--- config.mk ---
export PLATFORM = sky130hd
export DESIGN_NAME = row_scan_module
export DESIGN_NICKNAME = d
export VERILOG_FILES = /design/src/rtl/row_scan_module.sv
export SDC_FILE = /design/constraint.sdc
export NUM_CORES = 1
export LEC_CHECK = 0
export BUFFER_PORTS_ARGS = -buffer_cell sky130_fd_sc_hd__clkbuf_2
export CORE_MARGIN = 3
export CORE_UTILIZATION = 30
export DETAILED_ROUTE_END_ITERATION = 7
export SLEW_MARGIN = 10
export SYNTH_ARGS = -nofsm -noshare
export SYNTH_HDL_FRONTEND = slang
export SYNTH_SLANG_ARGS = --single-unit
--- constraint.sdc ---
create_clock -name CLK -period 2.9 [get_ports CLK]
set_clock_uncertainty 0.05 [all_clocks]
set_input_delay 0.145 -clock CLK [delete_from_list [all_inputs] [get_ports CLK]]
set_output_delay 0.145 -clock CLK [all_outputs]
set_load 0.01 [all_outputs]
--- src/rtl/row_scan_module.sv ---
// Six-digit multiplexed 7-segment row driver: double-buffered digit capture,
// leading-zero suppression and a frame-synchronous blinking decimal point.
module row_scan_module #(
    parameter logic [7:0] BLINK_FRAMES = 8'd50
) (
    input  logic        CLK,
    input  logic        RST,
    input  logic [5:0]  Column_Scan_Sig,
    input  logic [23:0] Digit_In,
    input  logic [5:0]  DP_Mask,
    input  logic        LZ_En,
    input  logic        Load,
    output logic        Busy,
    output logic [7:0]  Row_Scan_Sig,
    output logic [5:0]  Column_Out
);

    logic [5:0]  col_q, col_d;
    logic [5:0]  col_out_q, col_out_d;
    logic [23:0] shadow_dig_q, shadow_dig_d;
    logic [5:0]  shadow_dp_q, shadow_dp_d;
    logic [23:0] disp_dig_q, disp_dig_d;
    logic [5:0]  disp_dp_q, disp_dp_d;
    logic        busy_q, busy_d;
    logic [7:0]  frame_cnt_q, frame_cnt_d;
    logic        blink_q, blink_d;
    logic [7:0]  row_q, row_d;

    logic        frame_start;
    logic [5:0]  supp;
    logic        lz_run;
    logic        sel_valid;
    logic [2:0]  sel_idx;
    logic [3:0]  sel_nib;

    // Active-low a..g; anything above 9 shows a dash (only g lit).
    function automatic logic [6:0] seg7(input logic [3:0] n);
        case (n)
            4'd0:    seg7 = 7'h40;
            4'd1:    seg7 = 7'h79;
            4'd2:    seg7 = 7'h24;
            4'd3:    seg7 = 7'h30;
            4'd4:    seg7 = 7'h19;
            4'd5:    seg7 = 7'h12;
            4'd6:    seg7 = 7'h02;
            4'd7:    seg7 = 7'h78;
            4'd8:    seg7 = 7'h00;
            4'd9:    seg7 = 7'h10;
            default: seg7 = 7'h3F;
        endcase
    endfunction

    assign frame_start = (Column_Scan_Sig == 6'b111110) && (col_q != 6'b111110);

    always_comb begin
        col_d        = Column_Scan_Sig;
        col_out_d    = col_q;
        shadow_dig_d = shadow_dig_q;
        shadow_dp_d  = shadow_dp_q;
        disp_dig_d   = disp_dig_q;
        disp_dp_d    = disp_dp_q;
        busy_d       = busy_q;
        frame_cnt_d  = frame_cnt_q;
        blink_d      = blink_q;

        // Display only changes at frame start, so a frame is never torn.
        if (frame_start && busy_q) begin
            disp_dig_d = shadow_dig_q;
            disp_dp_d  = shadow_dp_q;
            busy_d     = 1'b0;
        end
        if (Load) begin
            shadow_dig_d = Digit_In;
            shadow_dp_d  = DP_Mask;
            busy_d       = 1'b1;
        end
        if (frame_start) begin
            if (frame_cnt_q == BLINK_FRAMES - 8'd1) begin
                frame_cnt_d = 8'd0;
                blink_d     = ~blink_q;
            end else begin
                frame_cnt_d = frame_cnt_q + 8'd1;
            end
        end
    end

    // A digit is blanked while it and every more significant digit are zero.
    always_comb begin
        supp   = 6'b0;
        lz_run = LZ_En;
        for (int i = 5; i >= 1; i--) begin
            lz_run  = lz_run && (disp_dig_q[4*i +: 4] == 4'd0);
            supp[i] = lz_run;
        end
    end

    always_comb begin
        sel_valid = 1'b1;
        sel_idx   = 3'd0;
        case (col_q)
            6'b111110: sel_idx = 3'd0;
            6'b111101: sel_idx = 3'd1;
            6'b111011: sel_idx = 3'd2;
            6'b110111: sel_idx = 3'd3;
            6'b101111: sel_idx = 3'd4;
            6'b011111: sel_idx = 3'd5;
            default:   sel_valid = 1'b0;
        endcase
        sel_nib = disp_dig_q[{sel_idx, 2'b00} +: 4];

        if (!sel_valid || supp[sel_idx])
            row_d = 8'hFF;
        else
            row_d = {~(disp_dp_q[sel_idx] & blink_q), seg7(sel_nib)};
    end

    always_ff @(posedge CLK) begin
        if (RST) begin
            col_q        <= 6'h3F;
            col_out_q    <= 6'h3F;
            shadow_dig_q <= 24'h0;
            shadow_dp_q  <= 6'h0;
            disp_dig_q   <= 24'h0;
            disp_dp_q    <= 6'h0;
            busy_q       <= 1'b0;
            frame_cnt_q  <= 8'd0;
            blink_q      <= 1'b0;
            row_q        <= 8'hFF;
        end else begin
            col_q        <= col_d;
            col_out_q    <= col_out_d;
            shadow_dig_q <= shadow_dig_d;
            shadow_dp_q  <= shadow_dp_d;
            disp_dig_q   <= disp_dig_d;
            disp_dp_q    <= disp_dp_d;
            busy_q       <= busy_d;
            frame_cnt_q  <= frame_cnt_d;
            blink_q      <= blink_d;
            row_q        <= row_d;
        end
    end

    assign Busy         = busy_q;
    assign Row_Scan_Sig = row_q;
    assign Column_Out   = col_out_q;

endmodule

After elaboration in Yosys (flattened, before gate mapping)
Memories as Yosys holds them, arrays and structs flattened. A register that Yosys moved wholly into a read port is not among the register bits.
Cells that the tools add are included.
{"block": "classes", "n_shift": 1, "muxes": 9, "order_cmp": 1, "n_addsub": 1, "n_reduce_logical": 18, "eq_ne": 9, "bitwise_logic": 3}
{"cell": "equality test 6 bit (second input constant)", "count": 6}
{"cell": "indexed part select 24 x 6 -> 4 bit", "count": 1}
{"cell": "logical NOT 4 bit", "count": 5}
{"cell": "one-hot mux 3 bit (5 select lines)", "count": 1}
{"cell": "adder 8 x 1 -> 8 bit (second input constant)", "count": 1}
{"cell": "equality test 8 x 6 -> 1 bit (second input constant)", "count": 1}
{"cell": "two-way mux 8 bit", "count": 1}
{"cell": "logical AND 1 bit", "count": 7}
{"cell": "binary-select mux 1 bit (select 3 bit)", "count": 2}
{"cell": "equality test 6 x 5 -> 1 bit (second input constant)", "count": 1}
{"cell": "!= test 6 bit (second input constant)", "count": 1}
{"cell": "OR reduction 6 bit", "count": 1}
{"cell": "two-way mux 1 bit", "count": 5}
{"cell": "less-than comparator 3 x 4 -> 1 bit (second input constant)", "count": 1}
{"cell": "inverter 1 bit", "count": 2}
{"cell": "AND reduction 2 bit", "count": 1}
{"cell": "nonzero test 2 bit", "count": 1}
{"cell": "OR reduction 2 bit", "count": 1}
{"cell": "AND 1 bit", "count": 1}
{"cell": "logical NOT 1 bit", "count": 1}
{"cell": "logical OR 1 bit", "count": 1}
{"block": "word_totals", "ff_bits": 90, "word_cells": 53, "romBits": 112, "memories": 1}
{"name": "(name not given)", "depth": 16, "word_bits": 7, "read_ports": 1, "rd_ports_with_merged_regs": 1, "write_ports": 0, "line_no": "38", "source": "case (n)"}

Logic depth before layout (Yosys ltp)
{"block": "logic_depth", "word_depth": 10, "mapped_depth": 10}

Worst setup path before layout
No wires, ideal clock.
{"block": "synth_timing", "path_kind": "register to register", "start": "register col_q[5] (netlist: col_out_d[5])", "end": "register row_q[1] (netlist: Row_Scan_Sig[1])", "path_buffers": 0, "path_stages_with_launch": 9, "required_ns": 2.714, "setup_time_ns": 0.136, "path_slack_ns": 0.411, "arrival_time_ns": 2.303, "cell_sequence": "dfxtp_1 -> nand4_1 -> nor2_2 -> mux2_2 -> mux4_2 -> inv_1 -> ha_1 -> nor2_1 -> o21ai_1"}
{"block": "synth_between", "elab_chain_cells": 6}
{"item": "start, declared", "line_no": "18", "source": "logic [5:0] col_q, col_d;"}
{"item": "start signal, assigned", "line_no": "130", "source": "col_q <= col_d;"}
{"item": "equality test 6 x 5 -> 1 bit / equality test 6 bit (equally long branches)", "line_no": "100", "source": "case (col_q)"}
{"item": "one-hot mux 3 bit (5 select lines) / OR reduction 6 bit (equally long branches)"}
{"item": "binary-select mux 1 bit (select 3 bit) / two-way mux 1 bit (equally long branches)", "line_no": "111, 100"}
{"item": "two-way mux 1 bit (not written as such) / logical NOT 1 bit (equally long branches)", "line_no": "111", "source": "if (!sel_valid || supp[sel_idx])"}
{"item": "logical OR 1 bit", "line_no": "111"}
{"item": "OR reduction 2 bit (no source line)"}
{"item": "end, declared", "line_no": "27", "source": "logic [7:0] row_q, row_d;"}
Parallel ways exist; a longest one is shown, timed or not. The select of a mux whose other input is x is not followed.
A chain may end at the register's enable or synchronous reset.

Worst setup path after layout
{"block": "layout_timing", "start": "register col_q[3] (netlist: col_out_d[3])", "end": "register row_q[1] (netlist: Row_Scan_Sig[1])"}
The elaborated chain is that of the path after synthesis.

==> flow_summary.toml <==
[timing]
tightestPinTransition_ps = 1001
layout_setup_ws_ps = 300.9
finalCritPeriodShare_pct = 89.62
period_minus_slack_ps = 2599
fmaxAchievable_ghz = 0.3848
max-slew-margin-rel_pct = 33.25
rsz0062_at_grt = "no"
maxSlewViolCount = 0
hold_viol = 0
fin_tns_setup_ps = 0
setup_viol = 0
whs_ps = 6.092

[setup_path]
worst-setup-path-type = "register to register"
crit_buf_inv = 1
worst-endpoint-arrival_ps = 2740
critical_path.top_delay_family = "multiplexers"
critical_path.endpoint_type = "register"
timing.reg2reg.setup_slack_ps = 300
crit_fanout = 8
critical_path.max_stage_delay_ps = 590
startpoint_type = "register"
ff2ff_path_depth = 8
timing.critical_path.depth = 8
timing.critical_path.cells = "xnor2_4 > nor2_4 > mux2_2 > mux4_2 > inv_1 > ha_1 > nor2_1 > o21ai_1"
cp.required_ps = 3040
critPathSlowestCell = "sky130_fd_sc_hd__dfxtp_1"

[clock_tree]
cts_root_buf = "sky130_fd_sc_hd__clkbuf_16"
ctsLongestPathBuffers = 2
htree_num_levels = 3
tritoncts_num_sinks = 90
tritoncts = "yes"
clkTransAtPathRegs_ps = 60
clkLatencyLatePin_ps = 340
tritoncts.num_buffers = 9

[synthesis]
yosys_warns = 0
postSynth.topFlopCell = "sky130_fd_sc_hd__dfxtp_1"
asyncSetResetFlopFracSynth_pct = 0
synth.yosys.seq_area_share_pct = 48.71
netlist_instances = 407
net_count_after_synthesis = 452
syn-cell-area_mm2 = 0.003699
ys_ff_latch = 90
post_synth.cell_area_avg_um2 = 9.087
synth_enable_flop_cells = 0
synth.lib_cells_used.distinct = 49

[place]
placement.setup.worst_slack_ps = 166.2
gp_routability_congestion = 0.9523
port-buffer-count = 54
dp.final_hpwl_mm = 5.704

[detailed_routing]
drt_wl_total_mm = 8.088
number_of_nets_with_antenna_violations_after_detailed_routing = 0
average_wire_per_standard_cell_um = 12.76
drt_iter0_markers = 123
via_count = 2992
vias_per_cell = 4.719
firstDrtPassIters = 5
drc_errors = 0

[hold_path]
cell_depth_of_the_worst_min_delay_path = 3
hold_class = "input port to register"

[pwr]
ir_drop_uv = 445.5
static-leakage-power_nw = 1.861
power.density_mw_per_mm2 = 581.8
totalPowerFinal_mw = 2.740

[final_layout]
final_common_cell = "sky130_fd_sc_hd__dfxtp_1"
insertedDiodeCount = 0
commonest_non_fill_non_tap_cells_in_the_layout = "sky130_fd_sc_hd__dfxtp_1 (90), sky130_fd_sc_hd__nand2_1 (67), sky130_fd_sc_hd__clkbuf_2 (54), sky130_fd_sc_hd__nor2_1 (45), sky130_fd_sc_hd__a21oi_1 (33)"
area_delta_synth_final_pct = 27.33
filler_cell_count = 1196
post-route-util_pct = 40.21
post_route_cells_drive_above_1_share_pct = 20.57
nets = 531

[floorplanning]
die_x_um = 117.0
core_mm2 = 0.01171
ioPinCount = 55
initial_core_util_pct = 31.58
die_area_mm2 = 0.01370
std_cell_rows = 39
die_height_um = 117.0

[global_routing]
grt.total_usage_pct = 12.44
first_global_vias = 2878
grt_pass1_wl_mm = 13.38
grt_max_degree = 76
gr-total-overflow = 0
antenna_found_initial = 0

[outcome]
outcome = "completed"

[run]
max_cap_viol_count = 0
==> worst reg2reg max path: stages, from the launching register on <==
cell and delay, ps:
sky130_fd_sc_hd__dfxtp_1 590, sky130_fd_sc_hd__xnor2_4 170, sky130_fd_sc_hd__nor2_4 210, sky130_fd_sc_hd__mux2_2 360, sky130_fd_sc_hd__mux4_2 550, sky130_fd_sc_hd__inv_1 120, sky130_fd_sc_hd__ha_1 250, sky130_fd_sc_hd__nor2_1 110
sky130_fd_sc_hd__o21ai_1 60
==> final cells by class <==
class | count | area [µm²] | area share [%]
clock inverters | 3 | 46.29 | 0.9830
multi-input cells | 285 | 1765 | 37.49
clock buffers | 13 | 260.3 | 5.526
well taps | 143 | 178.9 | 3.799
inverters | 9 | 33.78 | 0.7173
repair buffers | 91 | 623.1 | 13.23
flip-flops and latches | 90 | 1802 | 38.26
==> power breakdown <==
part           switching [mW]  internal [mW]  total, mW
registers              0.0262           1.28       1.31
clock network           0.457          0.718       1.18
logic                   0.132          0.126      0.259
total                   0.616           2.12       2.74
==> cell families after synthesis <==
| kind of cell | after synthesis | synth area share (%) |
|---|---|---|
| AO/OA/AOI/OAI | 66 | 11.47 |
| AND/OR/NAND/NOR | 166 | 20.70 |
| multiplexers | 36 | 10.18 |
| flip-flops | 90 | 48.71 |
| buffers and inverters | 32 | 3.687 |
| XOR/XNOR | 12 | 3.552 |
| adder cells (fa/ha/maj) | 5 | 1.691 |
==> flip-flops by register name, indices dropped and copies added, names as in the netlist <==
signal and count:
disp_dig_q 24, Row_Scan_Sig 8, frame_cnt_q 8, disp_dp_q 6
shadow_dig_q 24, shadow_dp_q 6, Busy 1, col_out_d 6
blink_q 1, Column_Out 6
==> metrics by stage <==
| stage | std cells | cell area [µm²] |
|---|---|---|
| 6_report | 634 | 4710 |
| 5_1_grt | 634 | 4710 |
| 3_3_place_gp | 587 | 4090 |
| 2_1_floorplan | 407 | 3699 |
| 4_1_cts | 633 | 4697 |
| 3_5_place_dp | 587 | 4090 |
==> cell usage after synthesis (all sizes together), types with 4 or more instances <==
master	number	area, µm²
dfxtp	90	1802
nand2	67	251.5
nor2	46	175.2
a21oi	33	165.2
mux2i	32	320.3
clkbuf	16	60.06
or2	14	87.59
nand3	10	50.05
inv	9	33.78
o21ai	9	45.04
buf	7	42.53
nand4	7	50.05
xnor2	7	87.59
a211oi	6	60.06
ha	5	62.56
nor4	5	31.28
xor2	5	43.79
o221ai	4	35.03
==> worst paths after layout <==
path / startpoint / end
worst max-delay path: col_out_d[3] / Row_Scan_Sig[1]
worst min-delay path: Digit_In[14] / shadow_dig_q[14]
worst max register to register: col_out_d[3] / Row_Scan_Sig[1]
worst min register to register: shadow_dig_q[17] / disp_dig_q[17]
==> per-layer routing <==
layer	vias up	part of all wire, %	global-route usage [%]
met5	-	0	0
met4	0	2.1	4.817
met3	17	5.7	3.753
met2	74	44	19.38
met1	1337	48	16.26
li1	1564	-	-
==> timing repair <==
action                                  in CTS  in global routing
buffers inserted                             0                  1
hold endpoints to repair                    30                  0
hold buffers                                30                  0
endpoints found under the setup margin       0                  1
gates resized for setup                      0                  1
(Power assumes the default switching activity.)
